--- src/rtl/mc_control_fsm_pkg.sv ---
// Shared encodings for the multicycle MIPS main control FSM.
// Optional illegal-opcode trap state is used when MC_ILLEGAL_TRAP_EN is set.
package mc_control_fsm_pkg;

  localparam int STATE_W = 4;

  typedef enum logic [STATE_W-1:0] {
    S_FETCH   = 4'd0,
    S_DECODE  = 4'd1,
    S_MEMADR  = 4'd2,
    S_MEMRD   = 4'd3,
    S_MEMWB   = 4'd4,
    S_MEMWR   = 4'd5,
    S_EXEC    = 4'd6,
    S_ALUWB   = 4'd7,
    S_BRANCH  = 4'd8,
    S_IMMEXEC = 4'd9,
    S_IMMWB   = 4'd10,
    S_JUMP    = 4'd11,
    S_TRAP    = 4'd12
  } state_e;

  localparam logic [5:0] OP_RTYPE = 6'b000000;
  localparam logic [5:0] OP_J     = 6'b000010;
  localparam logic [5:0] OP_BEQ   = 6'b000100;
  localparam logic [5:0] OP_BNE   = 6'b000101;
  localparam logic [5:0] OP_ADDI  = 6'b001000;
  localparam logic [5:0] OP_ANDI  = 6'b001100;
  localparam logic [5:0] OP_ORI   = 6'b001101;
  localparam logic [5:0] OP_LW    = 6'b100011;
  localparam logic [5:0] OP_SW    = 6'b101011;

  localparam logic [2:0] ALU_OP_ADD   = 3'd0;
  localparam logic [2:0] ALU_OP_SUB   = 3'd1;
  localparam logic [2:0] ALU_OP_AND   = 3'd2;
  localparam logic [2:0] ALU_OP_OR    = 3'd3;
  localparam logic [2:0] ALU_OP_FUNCT = 3'd4;

  localparam logic [1:0] ALUSRCB_RT      = 2'b00;
  localparam logic [1:0] ALUSRCB_FOUR    = 2'b01;
  localparam logic [1:0] ALUSRCB_IMM     = 2'b10;
  localparam logic [1:0] ALUSRCB_IMM_SH2 = 2'b11;

  localparam logic [1:0] PCSRC_ALU    = 2'b00;
  localparam logic [1:0] PCSRC_ALUOUT = 2'b01;
  localparam logic [1:0] PCSRC_JUMP   = 2'b10;
  localparam logic [1:0] PCSRC_EXC    = 2'b11;

  function automatic logic [2:0] imm_alu_op(input logic [5:0] op);
    logic [2:0] r;
    r = ALU_OP_ADD;
    if (op == OP_ANDI) r = ALU_OP_AND;
    if (op == OP_ORI)  r = ALU_OP_OR;
    return r;
  endfunction

  // Logical immediates are zero-extended, addi is sign-extended.
  function automatic logic imm_zext(input logic [5:0] op);
    return (op == OP_ANDI) || (op == OP_ORI);
  endfunction

endpackage

--- src/rtl/mc_control_fsm_output_decode.sv ---
// Combinational state/opcode to datapath-control decode.
// Drives illegal_instr only when MC_ILLEGAL_TRAP_EN is defined.
module mc_control_fsm_output_decode
  import mc_control_fsm_pkg::*;
(
  input  logic       rst,
  input  state_e     state,
  input  logic [5:0] opcode,
  input  logic       zero,
  input  logic       mem_ready,
  output logic       mem_req,
  output logic       mem_we,
  output logic       i_or_d,
  output logic       ir_write,
  output logic       pc_write,
  output logic       reg_write,
  output logic       reg_dst,
  output logic       mem_to_reg,
  output logic       ext_sel,
  output logic       alu_src_a,
  output logic [1:0] alu_src_b,
  output logic [2:0] alu_op,
`ifdef MC_ILLEGAL_TRAP_EN
  output logic       illegal_instr,
`endif
  output logic [1:0] pc_src
);

  always_comb begin
    mem_req    = 1'b0;
    mem_we     = 1'b0;
    i_or_d     = 1'b0;
    ir_write   = 1'b0;
    pc_write   = 1'b0;
    reg_write  = 1'b0;
    reg_dst    = 1'b0;
    mem_to_reg = 1'b0;
    ext_sel    = 1'b0;
    alu_src_a  = 1'b0;
    alu_src_b  = ALUSRCB_RT;
    alu_op     = ALU_OP_ADD;
    pc_src     = PCSRC_ALU;
`ifdef MC_ILLEGAL_TRAP_EN
    illegal_instr = 1'b0;
`endif
    // Reset wins over state so a pending access is dropped at once.
    if (!rst) begin
      case (state)
        S_FETCH: begin
          mem_req   = 1'b1;
          alu_src_b = ALUSRCB_FOUR;
          ir_write  = mem_ready;
          pc_write  = mem_ready;
        end
        S_DECODE: alu_src_b = ALUSRCB_IMM_SH2;
        S_MEMADR: begin
          alu_src_a = 1'b1;
          alu_src_b = ALUSRCB_IMM;
        end
        S_MEMRD: begin
          mem_req = 1'b1;
          i_or_d  = 1'b1;
        end
        S_MEMWB: begin
          reg_write  = 1'b1;
          mem_to_reg = 1'b1;
        end
        S_MEMWR: begin
          mem_req = 1'b1;
          mem_we  = 1'b1;
          i_or_d  = 1'b1;
        end
        S_EXEC: begin
          alu_src_a = 1'b1;
          alu_op    = ALU_OP_FUNCT;
        end
        S_ALUWB: begin
          reg_write = 1'b1;
          reg_dst   = 1'b1;
        end
        S_BRANCH: begin
          alu_src_a = 1'b1;
          alu_op    = ALU_OP_SUB;
          pc_src    = PCSRC_ALUOUT;
          pc_write  = (opcode == OP_BNE) ? ~zero : zero;
        end
        S_IMMEXEC: begin
          alu_src_a = 1'b1;
          alu_src_b = ALUSRCB_IMM;
          ext_sel   = imm_zext(opcode);
          alu_op    = imm_alu_op(opcode);
        end
        S_IMMWB: begin
          reg_write = 1'b1;
          ext_sel   = imm_zext(opcode);
          alu_op    = imm_alu_op(opcode);
        end
        S_JUMP: begin
          pc_src   = PCSRC_JUMP;
          pc_write = 1'b1;
        end
`ifdef MC_ILLEGAL_TRAP_EN
        S_TRAP: begin
          illegal_instr = 1'b1;
          pc_src        = PCSRC_EXC;
          pc_write      = 1'b1;
        end
`endif
        default: ;
      endcase
    end
  end

endmodule

--- src/rtl/mc_control_fsm.sv ---
// Multicycle MIPS main control: state register and next-state logic.
// MC_ILLEGAL_TRAP_EN adds the S_TRAP state and the illegal_instr output.
module mc_control_fsm
  import mc_control_fsm_pkg::*;
#(
  parameter int     S_W         = STATE_W,
  parameter state_e RESET_STATE = S_FETCH
) (
  input  logic           clk,
  input  logic           rst,
  input  logic [5:0]     opcode,
  input  logic           zero,
  input  logic           mem_ready,
  output logic           mem_req,
  output logic           mem_we,
  output logic           i_or_d,
  output logic           ir_write,
  output logic           pc_write,
  output logic           reg_write,
  output logic           reg_dst,
  output logic           mem_to_reg,
  output logic           ext_sel,
  output logic           alu_src_a,
  output logic [1:0]     alu_src_b,
  output logic [2:0]     alu_op,
  output logic [1:0]     pc_src,
`ifdef MC_ILLEGAL_TRAP_EN
  output logic           illegal_instr,
`endif
  output logic [S_W-1:0] state_dbg
);

  state_e state_q;
  state_e state_d;

  always_comb begin
    state_d = state_q;
    case (state_q)
      S_FETCH:
        if (mem_ready) state_d = S_DECODE;
      S_DECODE:
        case (opcode)
          OP_LW, OP_SW:              state_d = S_MEMADR;
          OP_RTYPE:                  state_d = S_EXEC;
          OP_BEQ, OP_BNE:            state_d = S_BRANCH;
          OP_ADDI, OP_ANDI, OP_ORI:  state_d = S_IMMEXEC;
          OP_J:                      state_d = S_JUMP;
`ifdef MC_ILLEGAL_TRAP_EN
          default:                   state_d = S_TRAP;
`else
          default:                   state_d = S_FETCH;
`endif
        endcase
      S_MEMADR:
        state_d = (opcode == OP_LW) ? S_MEMRD : S_MEMWR;
      S_MEMRD:
        if (mem_ready) state_d = S_MEMWB;
      S_MEMWR:
        if (mem_ready) state_d = S_FETCH;
      S_EXEC:    state_d = S_ALUWB;
      S_IMMEXEC: state_d = S_IMMWB;
      default:   state_d = S_FETCH;
    endcase
  end

  always_ff @(posedge clk) begin
    if (rst) state_q <= RESET_STATE;
    else     state_q <= state_d;
  end

  assign state_dbg = rst ? '0 : S_W'(state_q);

  mc_control_fsm_output_decode u_dec (
    .rst        (rst),
    .state      (state_q),
    .opcode     (opcode),
    .zero       (zero),
    .mem_ready  (mem_ready),
    .mem_req    (mem_req),
    .mem_we     (mem_we),
    .i_or_d     (i_or_d),
    .ir_write   (ir_write),
    .pc_write   (pc_write),
    .reg_write  (reg_write),
    .reg_dst    (reg_dst),
    .mem_to_reg (mem_to_reg),
    .ext_sel    (ext_sel),
    .alu_src_a  (alu_src_a),
    .alu_src_b  (alu_src_b),
    .alu_op     (alu_op),
`ifdef MC_ILLEGAL_TRAP_EN
    .illegal_instr(illegal_instr),
`endif
    .pc_src     (pc_src)
  );

endmodule

--- config.mk ---
export PLATFORM = sky130hd
export DESIGN_NAME = mc_control_fsm
export DESIGN_NICKNAME = d
export VERILOG_FILES = /design/src/rtl/mc_control_fsm_pkg.sv /design/src/rtl/mc_control_fsm_output_decode.sv /design/src/rtl/mc_control_fsm.sv
export SDC_FILE = /design/constraint.sdc
export NUM_CORES = 1
export LEC_CHECK = 0
export CORE_MARGIN = 5
export CORE_UTILIZATION = 41
export CTS_BUF_LIST = sky130_fd_sc_hd__clkbuf_16
export DETAILED_ROUTE_END_ITERATION = 7
export PLACE_DENSITY_LB_ADDON = 0.15
export REMOVE_ABC_BUFFERS = 1
export SYNTH_ARGS = -nofsm -noshare
export SYNTH_HDL_FRONTEND = slang
export SYNTH_SLANG_ARGS = --single-unit
--- constraint.sdc ---
create_clock -name clk -period 2.15 [get_ports clk]
set_input_delay 0.43 -clock clk [delete_from_list [all_inputs] [get_ports clk]]
set_output_delay 0.43 -clock clk [all_outputs]
set_load 0.01 [all_outputs]
==> run_results.csv <==
group,metric,value,unit
drt,ant_nets,0,
die,core,1560,µm²
drt,viasPerCell,6.00,
die,start_util,0.444,
pwr,ir_drop,0.000371,V
clocking,clk_path_buf_depth,2,
timing,setup_viol,0,
pwr,total_power,0.516,mW
final_layout,layout.cells.non_filler,179,
final_layout,finalNetCount,175,
synthesis,synth_cell_types,42,
grt,grt_pass1_vias,1015,
synthesis,synth-main-ff-cell,"dfxtp_1",
clocking,hold_buffers,0,
hold_path,hold_end,"state_q[3]$_SDFFE_PP0P_",
clocking,cts_buffers,3,
clocking,insertion_delay,0.23,ns
critical_path,start_kind,"input port",
grt,grt_pass1_wl,5110,µm
hold_path,holdCritStartpoint,"state_q[0]$_SDFFE_PP0P_",
final_layout,final_util,0.864,
critical_path,worst_setup_path_end_kind,"output pin",
timing,slew_headroom,0.780,
synthesis,synthCells,102,
critical_path,rrSetupSlack,0.38,ns
hold_path,min_path_type,"flop to flop",
placed_design,port_buffers,30,
clocking,clk_pin_slew,0.03,ns
clocking,htreeDepth,1,
clocking,cts_root_buffer,"clkbuf_16",
timing,slew_violations,0,
pwr,sequentialPowerShare,0.153,
synthesis,seq_area_frac_synth,0.116,
final_layout,largest_reg_flops,4,
grt,antenna_found_initial,0,
grt,overflow,0,
pwr,power.density,383,nW/µm²
final_layout,top_regs,"state_q: 4 flops",
final_layout,final_common_cell,"buf_4",
placed_design,hpwl,2040,µm
clocking,cts_tree,"done",
critical_path,cp_max_fo,5,
timing,finalClockSkew,0.000126,ns
drt,vias,1074,
pwr,swShare,0.251,
timing,rsz0062_at_grt,"true",
final_layout,n_antenna_cell,0,
die,row_count,14,
pwr,pwr-share-comb,0.273,
critical_path,crit_type,"input port to output pin",
critical_path,reg2reg_to,"state_q[1]$_SDFFE_PP0P_",
grt,grt_max_degree,19,
timing,finalHoldViolations,0,
timing,holdWs,0.666,ns
grt,track_usage,0.253,
drt,drt_iter0_markers,61,
critical_path,crit_required,1.72,ns
final_layout,layout_common_cells,"34 x buf_4, 9 x nor2_1, 9 x a21oi_1, 9 x dlygate4sd2_1, 8 x clkdlybuf4s50_1",
critical_path,cp.arrival,1.70,ns
pwr,p_leak,0.680,nW
die,io_pins,31,
final_layout,drive_above_1_share,0.362,
drt,route.detailed.drc,0,
critical_path,reg2reg_depth,5,
timing,tightest_slew,0.330,ns
die,die_w,51.1,µm
run,drv_cap,0,
drt,wl_per_cell,18.1,µm
critical_path,timing.rr.start,"state_q[1]$_SDFFE_PP0P_",
pwr,p_int,0.386,mW
die,fp.dieH,51.1,µm
hold_path,min_path_cells,3,
clocking,cts.sinks,4,
synthesis,synth-edff-count,0,
placed_design,place_inst,169,
pwr,p_switching,0.129,mW
status,status,"completed",
synthesis,syn_area_per_cell,6.78,µm²
critical_path,crit_path_start,"rst",
drt,drt_wl_total,3240,µm
placed_design,place.gp.congestion,0.839,
synthesis,synth.ff_latch_count,4,
pwr,power.share.clock,0.574,
final_layout,syn_to_final_growth,94.6,%
final_layout,largest-register,"state_q",
timing,fin_crit,2.13,ns
synthesis,synth-async-reset-ratio,0,
synthesis,synth_area,692,µm²
drt,drt_pass1_iterations,5,
synthesis,ys_warn_count,0,
timing,timing.final.crit_share,0.989,
timing,max_freq,0.470,GHz
die,dieArea,2610,µm²
-- final cells by class --
cell class | instances | area (µm²)
Sequential cell | 4 | 82.6
Clock buffer | 3 | 75.1
Tap cell | 16 | 20.0
Fill cell | 95 | 213
Inverter | 2 | 7.51
Timing Repair Buffer | 67 | 571
Multi-Input combinational cell | 87 | 591
-- timing repair --
| action | CTS | global route |
|---|---|---|
| pin swaps | 4 | 4 |
| setup buffers | 1 | 6 |
| gates cloned | 0 | 0 |
| setup endpoints to repair | 21 | 10 |
| gates resized for setup | 40 | 15 |
-- cell families after synthesis --
group	after synthesis	synth area share
and+or+nand+nor	58	0.496
AOI/OAI and AO/OA	26	0.268
buffers and inverters	11	0.0832
DFF	4	0.116
xor gates and xnor gates	3	0.0380
-- metrics by stage --
stage / instance area [µm²] / setup WS (ns) / setup TNS [ns]
detailed placement: 1190 / -0.641 / -4.71
floorplan: 642 / 0.178 / 0
finish: 1350 / 0.0240 / 0
CTS: 1270 / -0.133 / -0.133
global placement: 1190 / -0.631 / -4.37
global route: 1350 / -0.00605 / -0.00647
-- cells in the mapped netlist (all sizes together) (2+ instances only) --
cell / count / area, µm²
and4b: 2 / 20.0
dfxtp: 4 / 80.1
nor2: 12 / 45.0
o22ai: 2 / 12.5
nand2b: 4 / 32.5
or3b: 2 / 17.5
inv: 2 / 7.51
buf: 7 / 42.5
clkbuf: 2 / 7.51
a211oi: 2 / 20.0
o21ai: 2 / 10.0
nor2b: 9 / 56.3
xnor2: 3 / 26.3
nand4b: 2 / 17.5
a31oi: 2 / 12.5
nor3: 6 / 30.0
a21oi: 9 / 45.0
nor4: 5 / 31.3
or3: 3 / 18.8
nand2: 5 / 18.8
-- power groups by stage --
| stage | sequential, mW | combinational, mW | clock [mW] |
|---|---|---|---|
| final | 0.0791 | 0.141 | 0.296 |
| after global routing | 0.0793 | 0.151 | 0.299 |
| after CTS | 0.0784 | 0.131 | 0.291 |
| after detailed placement | 0.0792 | 0.130 | 0 |
| after global placement | 0.0793 | 0.127 | 0 |
| after floorplan | 0.0831 | 0.0429 | 0 |
-- how the worst max path moves through the flow --
stage	end	slack, ns	cells past startpoint
after floorplan	alu_op[0]	0.18	3
after CTS	alu_op[0]	-0.13	6
final	reg_dst	0.02	4
after global routing	reg_dst	-0.006	4
after global placement	alu_op[0]	-0.63	6
after detailed placement	alu_op[0]	-0.64	6
-- worst max-delay path, stage by stage --
cell and delay (ns):
dlygate4sd2_1 0.32, nor2b_4 0.18, and4b_1 0.22, clkdlybuf4s50_1 0.54
-- per-layer routing --
metal	vias to the layer above	part of all wire	global-route usage	wire [µm]
met5	-	0	0	0
met4	0	0.0028	0.0493	9
met3	2	0.083	0.0610	268
met2	59	0.51	0.444	1650
met1	508	0.41	0.312	1320
li1	505	-	-	-
(Power assumes the default switching activity.)
==> RTL change: new RTL, config.mk and constraints unchanged <==
The option `MC_ILLEGAL_TRAP_EN` is turned on by a define.
--- a/src/rtl/mc_control_fsm_output_decode.sv
+++ b/src/rtl/mc_control_fsm_output_decode.sv
@@ -1,4 +1,6 @@
 // Combinational state/opcode to datapath-control decode.
 // Drives illegal_instr only when MC_ILLEGAL_TRAP_EN is defined.
+`define MC_ILLEGAL_TRAP_EN
+
 module mc_control_fsm_output_decode
   import mc_control_fsm_pkg::*;
Function (old outputs only; new: illegal_instr): changed (a bounded check fails within 4 cycles, from zero or initial values and one cycle with rst high).
==> RTL change against the unedited design <==
- the flow now finishes with violations (negative setup slack)
- design area rose by 5.2%
- global-route usage fell by 2.3 points
- power rose by 17%
- setup slack got worse by 0.11 ns
- area after synthesis rose by 9.2%
- wire length fell by 3.0%
- sequential cell count did not move
- first-iteration DRC count fell by 8.2%
- highest routed layer unchanged
==> RTL change: results (changes against the unedited design) <==
[placement]
pre_cts_slack_ns=-0.871  ; -0.231 ns
placedCellCount=194  ; +15%
routabilityCongestion=0.939  ; +12%
placed_area_um2=1270  ; +7.4%
portBuffers=31  ; +3.3%
hpwl_um=2080  ; +1.7%

[sta]
setup_tns_ns=-0.111  ; -0.111 ns
fin_ws_ns=-0.0838  ; -0.108 ns
holdWs_ns=0.672  ; +0.00682 ns
tightest_slew_ns=0.392  ; +0.0621 ns
fin_skew_ns=0.000209  ; +0.0000830 ns
setup_violations=2  ; +2

[clocking]
post_cts_resized=56  ; +40%
cts_buffer_depth=2  ; unchanged
cts_root_buf=clkbuf_16
clk-insertion-delay-late_ns=0.23  ; about the same
postCtsSetupBuffers=1  ; unchanged
cts_inserted_buffers=3  ; unchanged
clk_pin_slew_worst_paths_ns=0.03  ; about the same

[synth]
async_reset_ff_share_pct=0  ; unchanged
ys_warn_count=0  ; unchanged
syn_avg_cell_area_um2=6.57  ; -3.1%
synth.yosys.seq_area_share_pct=10.6  ; -0.98 points
synthTopCellsByCount=12 x nor2_1, 9 x nand2_1, 8 x inv_1, 8 x nor3_1, 7 x a21oi_1
synth-main-ff-cell=dfxtp_1
yosysUniqueCellTypes=39  ; -7.1%
synth_area_leaders=dfxtp_1 11%, nor2_1 6.0%, nor3_1 5.3%

[power_and_ir_drop]
ir_drop_v=0.000456  ; +23%
p_leak_nw=0.677  ; -0.35%
p_int_mw=0.424  ; +9.8%

[worst_setup_path]
crit_slowest_cell=or4b_4
critical_path.max_stage_delay_ns=0.57  ; +0.03 ns
r2r_slack_ns=0.63  ; +0.25 ns
crit_family=simple AND/OR/NAND/NOR gates
cp.arrival_ns=1.80  ; +0.10 ns
crit_fanout=3  ; -2

[drt]
drt_iter0_markers=56  ; -8.2%
via_per_inst=5.89  ; -1.8%
wl_um=3140  ; -3.0%
post-route-drc-count=0  ; unchanged
route.vias.total=1173  ; +9.2%
drt_first_pass_iters=5  ; unchanged

[hold_path]
hp-class=reg -> reg

[global_routing]
antenna_found_initial=0  ; unchanged
grt_use_total_pct=23.0  ; -2.3 points
grt_pass1_wl_um=4760  ; -6.8%
first_global_vias=1041  ; +2.6%
grt_max_degree=14  ; -5

[status]
failed_checks=negative setup slack
status=finished with violations

[layout]
largest_registers=state_q: 4 flops
drive_above_1_share_pct=35.6  ; -0.56 points
fillCellCount=118  ; +24%
n_antenna_cell=0  ; unchanged
final_cell_area_um2=1420  ; +5.2%

==> RTL change: changes by cell type after synthesis, sizes merged, moves of 3 or more <==
cell,unedited run,this run
nand2,5,9
a22o,0,3
inv,2,8
nor2b,9,0
o21ai,2,8
==> RTL change: layer usage <==
| layer | vias to the layer above | wire length [um] | track usage [%] |
|---|---|---|---|
| met5 | - | 0 | 0 |
| met4 | 0 | 44 | 5.96 |
| met3 | 8 | 253 | 4.51 |
| met2 | 67 | 1540 | 40.1 |
| met1 | 551 | 1310 | 28.4 |
| li1 | 547 | - | - |
==> RTL change: cell type report <==
class                           count  area share [%]
Timing Repair Buffer               66            38.6
Tap cell                           25            2.21
Clock buffer                        3            5.30
Sequential cell                     4            6.01
Inverter                            8            2.12
Multi-Input combinational cell     93            45.8
==> RTL change: kinds of logic (layout without fill, tap and decap cells) <==
kind of cell,Yosys count,in the layout,synth area share (%)
DFF,4,4,10.6
and+or+nand+nor,55,55,40.4
xor gates and xnor gates,2,2,2.32
AOI/OAI and AO/OA,36,36,33.4
buffers and inverters,18,77,13.2
==> RTL change: final timing paths <==
kind / end / cells past startpoint / from
max: pc_write / 6 / opcode[5]
min: state_q[3]$_SDFFE_PP0P_ / 2 / state_q[2]$_SDFFE_PP0P_
max reg2reg: state_q[2]$_SDFFE_PP0P_ / 5 / state_q[0]$_SDFFE_PP0P_
min reg2reg: state_q[3]$_SDFFE_PP0P_ / 2 / state_q[2]$_SDFFE_PP0P_
==> RTL change: power groups by stage <==
stage	combinational (mW)	sequential [mW]	clock [mW]
final	0.220	0.0887	0.294
after global routing	0.237	0.0894	0.300
after floorplan	0.0796	0.0918	0
after global placement	0.206	0.0872	0
after CTS	0.206	0.0875	0.294
after detailed placement	0.210	0.0871	0
